===== src/rtl/grayscale_stream_ctrl.sv =====
// grayscale_stream_ctrl
// Pairs incoming 32-bit RGB565 words (two pixels each) and emits one packed
// 32-bit word of four 8-bit gray pixels per pair. Frame length, start, abort
// and status are handled through a CPU custom-instruction port.
module grayscale_stream_ctrl #(
  parameter logic [7:0]  customInstructionId = 8'd0,
  parameter int unsigned CNT_WIDTH           = 20
) (
  input  logic        clock,
  input  logic        resetn,
  input  logic        start,
  input  logic [31:0] valueA,
  input  logic [31:0] valueB,
  input  logic [7:0]  isId,
  output logic        done,
  output logic [31:0] result,
  input  logic        s_valid,
  input  logic [31:0] s_data,
  output logic        s_ready,
  output logic        m_valid,
  output logic [31:0] m_data,
  output logic        m_last,
  input  logic        m_ready
);

  typedef enum logic [1:0] {
    IDLE  = 2'd0,
    WORD0 = 2'd1,
    WORD1 = 2'd2
  } state_t;

  localparam logic [CNT_WIDTH-1:0] PIX_STEP  = CNT_WIDTH'(4);
  localparam logic [CNT_WIDTH-1:0] WORD_STEP = CNT_WIDTH'(1);

  localparam logic [2:0] OP_STATUS = 3'd0;
  localparam logic [2:0] OP_SIZE   = 3'd1;
  localparam logic [2:0] OP_GO     = 3'd2;
  localparam logic [2:0] OP_ABORT  = 3'd3;
  localparam logic [2:0] OP_WORDS  = 3'd4;

  state_t               state;
  logic [31:0]          word0;
  logic [CNT_WIDTH-1:0] pixels_in;
  logic [CNT_WIDTH-1:0] words_emitted;
  logic [CNT_WIDTH-1:0] frame_size;
  logic                 frame_done;
  logic                 err;

  logic                 sel;
  logic [2:0]           op;
  logic                 op_size;
  logic                 op_go;
  logic                 op_abort;
  logic                 busy;
  logic                 frame_ok;
  logic                 pair_last;
  logic                 in_fire;
  logic                 out_fire;
  logic [31:0]          gray_word;
  logic                 unused_bits;

  // RGB565 (byte-swapped) pixel to 8-bit luma: y = (54r + 183g + 19b) >> 6
  function automatic logic [7:0] gray(input logic [15:0] p);
    logic [5:0]  r;
    logic [5:0]  g;
    logic [5:0]  b;
    logic [13:0] acc;
    r   = {p[7:3], 1'b0};
    g   = {p[2:0], p[15:13]};
    b   = {p[12:8], 1'b0};
    acc = 14'd54 * {8'b0, r} + 14'd183 * {8'b0, g} + 14'd19 * {8'b0, b};
    return 8'(acc >> 6);
  endfunction

  assign sel      = start && (isId == customInstructionId);
  assign op       = valueA[2:0];
  assign done     = sel;
  assign op_size  = sel && (op == OP_SIZE);
  assign op_go    = sel && (op == OP_GO);
  assign op_abort = sel && (op == OP_ABORT);

  assign busy      = (state != IDLE) || m_valid;
  assign frame_ok  = (frame_size != '0) && (frame_size[1:0] == 2'b00);
  assign pair_last = ((pixels_in + PIX_STEP) == frame_size);
  assign in_fire   = s_valid && s_ready;
  assign out_fire  = m_valid && m_ready;

  assign gray_word = {gray(s_data[31:16]), gray(s_data[15:0]),
                      gray(word0[31:16]),  gray(word0[15:0])};

  assign unused_bits = ^{valueA[31:3], valueB[31:CNT_WIDTH]};

  // Input acceptance: always open for the first word, second word only when the output register can take the result
  always_comb begin
    s_ready = 1'b0;
    case (state)
      WORD0:   s_ready = 1'b1;
      WORD1:   s_ready = !m_valid || m_ready;
      default: s_ready = 1'b0;
    endcase
  end

  // Custom-instruction read mux; zero whenever the instruction is not addressed to this block
  always_comb begin
    result = '0;
    if (sel) begin
      case (op)
        OP_STATUS: result = {28'b0, err, frame_done, busy, m_valid};
        OP_WORDS:  result = 32'(words_emitted);
        default:   result = '0;
      endcase
    end
  end

  // Frame sequencer, output register and CI-visible state
  always_ff @(posedge clock or negedge resetn) begin
    if (!resetn) begin
      state         <= IDLE;
      word0         <= '0;
      pixels_in     <= '0;
      words_emitted <= '0;
      frame_size    <= '0;
      frame_done    <= 1'b0;
      err           <= 1'b0;
      m_valid       <= 1'b0;
      m_data        <= '0;
      m_last        <= 1'b0;
    end else begin
      if (out_fire) begin
        words_emitted <= words_emitted + WORD_STEP;
        m_valid       <= 1'b0;
        m_last        <= 1'b0;
        if (m_last) begin
          frame_done <= 1'b1;
        end
      end

      if (op_size && !busy) begin
        frame_size <= valueB[CNT_WIDTH-1:0];
      end

      if (op_abort) begin
        // Abort still lets a word handshaken this cycle be counted above, but drops everything else in flight
        state      <= IDLE;
        word0      <= '0;
        m_valid    <= 1'b0;
        m_last     <= 1'b0;
        frame_done <= 1'b0;
      end else begin
        case (state)
          IDLE: begin
            if (op_go && !busy) begin
              pixels_in     <= '0;
              words_emitted <= '0;
              frame_done    <= 1'b0;
              if (frame_ok) begin
                err   <= 1'b0;
                state <= WORD0;
              end else begin
                err <= 1'b1;
              end
            end
          end
          WORD0: begin
            if (in_fire) begin
              word0 <= s_data;
              state <= WORD1;
            end
          end
          WORD1: begin
            if (in_fire) begin
              m_data    <= gray_word;
              m_valid   <= 1'b1;
              m_last    <= pair_last;
              pixels_in <= pixels_in + PIX_STEP;
              state     <= pair_last ? IDLE : WORD0;
            end
          end
          default: state <= IDLE;
        endcase
      end
    end
  end

endmodule


===== config.mk =====
export PLATFORM = sky130hd
export DESIGN_NAME = grayscale_stream_ctrl
export DESIGN_NICKNAME = d
export VERILOG_FILES = /design/src/rtl/grayscale_stream_ctrl.sv
export SDC_FILE = /design/constraint.sdc
export NUM_CORES = 1
export LEC_CHECK = 0
export ABC_AREA = 1
export BUFFER_PORTS_ARGS = -buffer_cell sky130_fd_sc_hd__buf_2
export CORE_MARGIN = 1.5
export CORE_UTILIZATION = 50
export DETAILED_ROUTE_END_ITERATION = 6
export PLACE_DENSITY_LB_ADDON = 0.1
export SLEW_MARGIN = 20
export SYNTH_ARGS = -nofsm -noshare
export SYNTH_HDL_FRONTEND = slang
export SYNTH_SLANG_ARGS = --single-unit

===== constraint.sdc =====
create_clock -name clock -period 11.7 [get_ports clock]
set_input_delay 1.17 -clock clock [delete_from_list [all_inputs] [get_ports clock]]
set_output_delay 1.17 -clock clock [all_outputs]
set_load 0.02 [all_outputs]

# Word-level counts from Yosys, hierarchy flattened
# Cells that the tools add are included.
# classes
bitwise_logic	1
multipliers	12
n_reduce_logical	27
muxes	34
eq_ne	13
add_sub_neg	10
# ops
cell	n
2-to-1 mux 20 bit	7
2-to-1 mux 32 bit	3
multiplier 5 x 5 -> 10 bit (first input constant)	8
case mux 20 bit (2 select lines)	2
adder 12 x 14 -> 14 bit	4
adder 14 x 11 -> 14 bit	4
multiplier 8 x 6 -> 14 bit (first input constant)	4
adder 20 x 1 -> 20 bit (second input constant)	1
adder 20 x 3 -> 20 bit (second input constant)	1
== test 20 bit	1
nonzero test 20 bit	1
2-to-1 mux 1 bit	15
inequality test 3 bit (second input constant)	4
2-to-1 mux 2 bit	5
logical AND 1 bit	9
logical NOT 8 bit	1
AND reduction 4 bit	2
nonzero test 2 bit	4
== test 3 x 2 -> 1 bit (second input constant)	2
case mux 2 bit (3 select lines)	1
AND reduction 3 bit	2
logical NOT 2 bit	2
inequality test 2 bit (second input constant)	2
== test 3 x 1 -> 1 bit (second input constant)	1
other kinds (9)	11
# totals
regBits	130

# Longest topological paths before layout
# logic_depth
depth_word	7
mapped_depth	26
ltp_nobuf	26

# Worst setup path after synthesis
# OpenSTA, ideal clock, no wires.
# synth_timing
path_kind	input -> register
startpoint	in s_data[6]
endpoint	reg m_data[20]
required_ns	11.583
arrival_time_ns	5.685
setup_time_ns	0.117
path_slack_ns	5.898
n_path_buf	0
stages	23
path_cell_list	inv_1 ha_1 inv_1 fa_1 ha_1 ha_1 nand3_1 nand2_1 xnor2_1 inv_1 fa_1 inv_1 fa_1 fa_1 inv_1 ha_1 a21oi_1 o21ai_0 a21oi_1 o21bai_1 or2_2 nand3_1 nand2_1
# synth_via
elab_chain_cells	3
# synth_lines
element	line_no	text
from (decl)	18	input logic [31:0] s_data,
multiplier 5 x 5 -> 10 bit	71	acc = 14'd54 * {8'b0, r} + 14'd183 * {8'b0, g} + 14'd19 * {8'b0, b};
adder 12 x 14 -> 14 bit	71	
adder 14 x 11 -> 14 bit	71	
to (signal assigned)	172	m_data <= gray_word;
to (decl)	21	output logic [31:0] m_data,
# No other way between the ends.
# A chain may end at the register's enable or synchronous reset.

# Worst setup path in the final report
# layout_timing
startpoint	in s_data[27]
endpoint	reg m_data[31]
# layout_via
elab_chain_cells	2
# layout_lines
element	line_no
multiplier 5 x 5 -> 10 bit	71
adder 14 x 11 -> 14 bit	71
# No other way between the ends.

==> summary.txt <==
Synth
  • Synth Cell Area: 15700 um^2
  • Asr flop ratio synth: 1.00
  • Cell count after synthesis: between 1.5k and 2k
  • Post-synth EDFFs: 0
  • Main synth FF type: dfrtp_1
  • Sequential area share after synthesis: 0.204
  • Mean Syn Cell Area: between 8 and 9 um^2
  • Post-synthesis register bit count: roughly 130
  • Yosys warnings: 0
  • Library cells used by synthesis: between 40 and 50

Timing
  • Setup TNS: 0 ns
  • Slew HR: 0.358
  • Hold Violations, Final: 0
  • Period utilization: 0.510
  • Setup-failing EPs final: 0
  • Slew @ Worst Pin: 0.961 ns
  • Minimum clock period: 5.97 ns
  • Fmax: 168 MHz
  • Clock Skew: around 0.014 ns
  • Slew Viols, Final: 0
  • RSZ-0062 raised after global routing: false

Critical path
  • Critical R2R Capture: m_data[7]
  • Critical path arrival: between 6 and 7 ns
  • R2R depth: 23
  • CP peak stage delay: 0.55 ns
  • Cells along the critical path: buf_2 > inv_1 > ha_1 > inv_1 > ha_1 > ha_1 > ha_1 > a31o_2 > a21oi_1 > o21ai_0 > xnor2_1 > inv_1 > fa_1 > inv_1 > fa_1 > fa_1 > inv_1 > ha_1 > nand4_1 > o221ai_1 > nand2_1 > a21o_1 > nand3_1 > nand2_1
  • CP endpoint kind: flip-flop
  • Worst R2R Start: word0[11]
  • R2R Setup Slk: 6.19 ns
  • Critical path launch point type: input port
  • CP max FO: 5
  • CP max stage cell: fa_1
  • Crit Path Category: input port to flip-flop
  • Critical Path RT: 12.02 ns

Cells and area
  • Final-stage net count: ~2.5k
  • Most common cell after layout, fill and taps aside: inv_1
  • FF/Latch Area: roughly 3200 um^2
  • Area of the multi-input gates: 10600 um^2
  • Layout cells sized above 1: 0.116
  • N_diodes: 0
  • Area grow syn2layout: 9.58%
  • Fillers: ~3.0k
  • Most frequent cells in the layout: inv_1 (448), nand2_1 (261), ha_1 (246), fa_1 (140), dfrtp_1 (128)

Detailed routing
  • Via count: 12.0k
  • DRC: 11
  • Wirelength per Cell: 14.1 um
  • ANT nets after route: 0
  • Post-Route WL: 33600 um
  • Vias per cell: ~5
  • Drt first pass iters: 7
  • Drt initial violations: approximately 560

Die
  • Die Wd: 180 um
  • Die area: 32500 um^2
  • Num ports: between 150 and 200
  • Rows: 64
  • Initial core utilization: 0.510
  • Die extent in y: 180 um
  • Core footprint: 30700 um^2

Placement
  • GP Congestion: between 0.8 and 0.9
  • Dpl hpwl: around 28000 um
  • Port bufs: roughly 120

Job
  • Max Cap Viol: 0

Clocking
  • Post-CTS sizing: 0
  • Number of buffers created by CTS: 17
  • TritonCTS clock tree: built
  • Clock sink count: ~130
  • CTS Buffer Depth: 2
  • Cts hold-fix bufs: 0
  • H-tree Lvls: 4
  • Clk slew on worst S/H paths: 0.07 ns
  • Root Driver: clkbuf_16
  • Clock latency at the later pin of the worst-skew pair: 0.43 ns
  • # Post-CTS Setup Buffers: 0

Global route
  • Largest net degree at the start of global routing: 84
  • Vias in the first global route: 12.5k
  • Initial antenna violation count: 0
  • First-pass GRT wire length: 59200 um
  • Remaining Overflow, GRT: 0
  • Gr usage total: 0.223

Min path
  • Endpoint, Worst Hold: m_data[1]
  • Worst Hold Launch: m_data[1]
  • Worst hold path class: flip-flop to flip-flop
  • Hold Crit Depth: 2

Run status
  • Failing checks: design-rule violations
  • Status: finished, violations left
-- area by class of cell --
cell class / instances / area share
Multi-Input combinational cell: 1253 / 0.615
Clock inverter: 10 / 0.00582
Timing Repair Buffer: 125 / 0.0370
Clock buffer: 22 / 0.0276
Sequential cell: 128 / 0.186
Tap cell: 396 / 0.0288
Inverter: 456 / 0.0995
-- sequential cells by signal, indices dropped and copies added, names as in the netlist --
register / flops
m_last: 1
pixels_in: 18
state: 2
words_emitted: 20
frame_done: 1
word0: 32
m_valid: 1
frame_size: 20
err: 1
m_data: 32
-- logic make-up (layout without fill, tap and decap cells) --
kind of cell	Yosys count	after routing	share of synthesized area
other cells	1	12	0.000239
mux	20	20	0.0143
fa+ha+maj	386	386	0.375
flops	128	128	0.204
compound gates	229	229	0.0881
buf+inv	492	613	0.125
xor+xnor	67	67	0.0374
simple gates	539	539	0.156
-- how the worst max path moves through the flow --
| stage | start | cells past startpoint | slack [ns] | endpoint |
|---|---|---|---|---|
| finish | s_data[27] | 24 | 5.73 | m_data[31] |
| detailed placement | s_data[27] | 24 | 5.30 | m_data[31] |
| global route | s_data[6] | 24 | 5.42 | m_data[20] |
| floorplan | s_data[6] | 23 | 5.90 | m_data[20] |
| CTS | s_data[27] | 24 | 5.76 | m_data[31] |
| global placement | s_data[6] | 24 | 5.34 | m_data[20] |
-- worst max-delay path: cells and delay by family --
kind,cells,cell delay (ns)
xor+xnor,1,0.16
simple gates,4,0.40
buf+inv,6,0.42
compound gates,5,1.11
fa+ha+maj,8,3.03
-- stage by stage --
stage	instances	cell area, um^2	setup slack, ns	utilization	hold slack, ns
6_report	2390	17200	5.73	0.559	0.476
5_1_grt	2390	17200	5.42	0.559	0.502
4_1_cts	2390	17200	5.76	0.559	0.484
3_5_place_dp	2358	16600	5.30	0.541	0.461
3_3_place_gp	2358	16600	5.34	0.541	0.459
2_1_floorplan	1873	15700	5.90	-	0.465
-- metal layers --
layer,routed length (um),global-route usage
met5,0,0
met4,526,0.0571
met3,1260,0.0305
met2,15200,0.373
met1,16600,0.305
-- synthesized netlist by cell type, types with 4 or more instances --
library cell	n	share of area
fa_1	140	0.18
nand3b_1	5	0.0024
nand2_2	7	0.0028
nor2_1	80	0.019
a21o_1	9	0.0043
dfrtp_1	128	0.20
inv_1	448	0.11
clkbuf_1	8	0.0019
o21ai_1	6	0.0019
nor2_2	9	0.0036
ha_1	246	0.20
a31o_2	6	0.0033
mux2_2	20	0.014
o211ai_1	15	0.0072
buf_6	5	0.0036
nand3_1	95	0.030
a31oi_1	11	0.0044
or2_2	10	0.0040
o21bai_1	27	0.013
nor2_4	4	0.0029
xnor2_1	29	0.016
inv_2	7	0.0017
nand4_1	27	0.011
buf_2	5	0.0016
o22ai_1	18	0.0072
nor3_1	26	0.0083
xor2_1	38	0.021
o21ai_0	52	0.017
nand2_1	262	0.063
a21oi_1	69	0.022
buf_4	18	0.0086
Power is left out: the tool's default activity adds up to more than one toggle a clock period on the data nets, which glitch-free logic cannot reach.
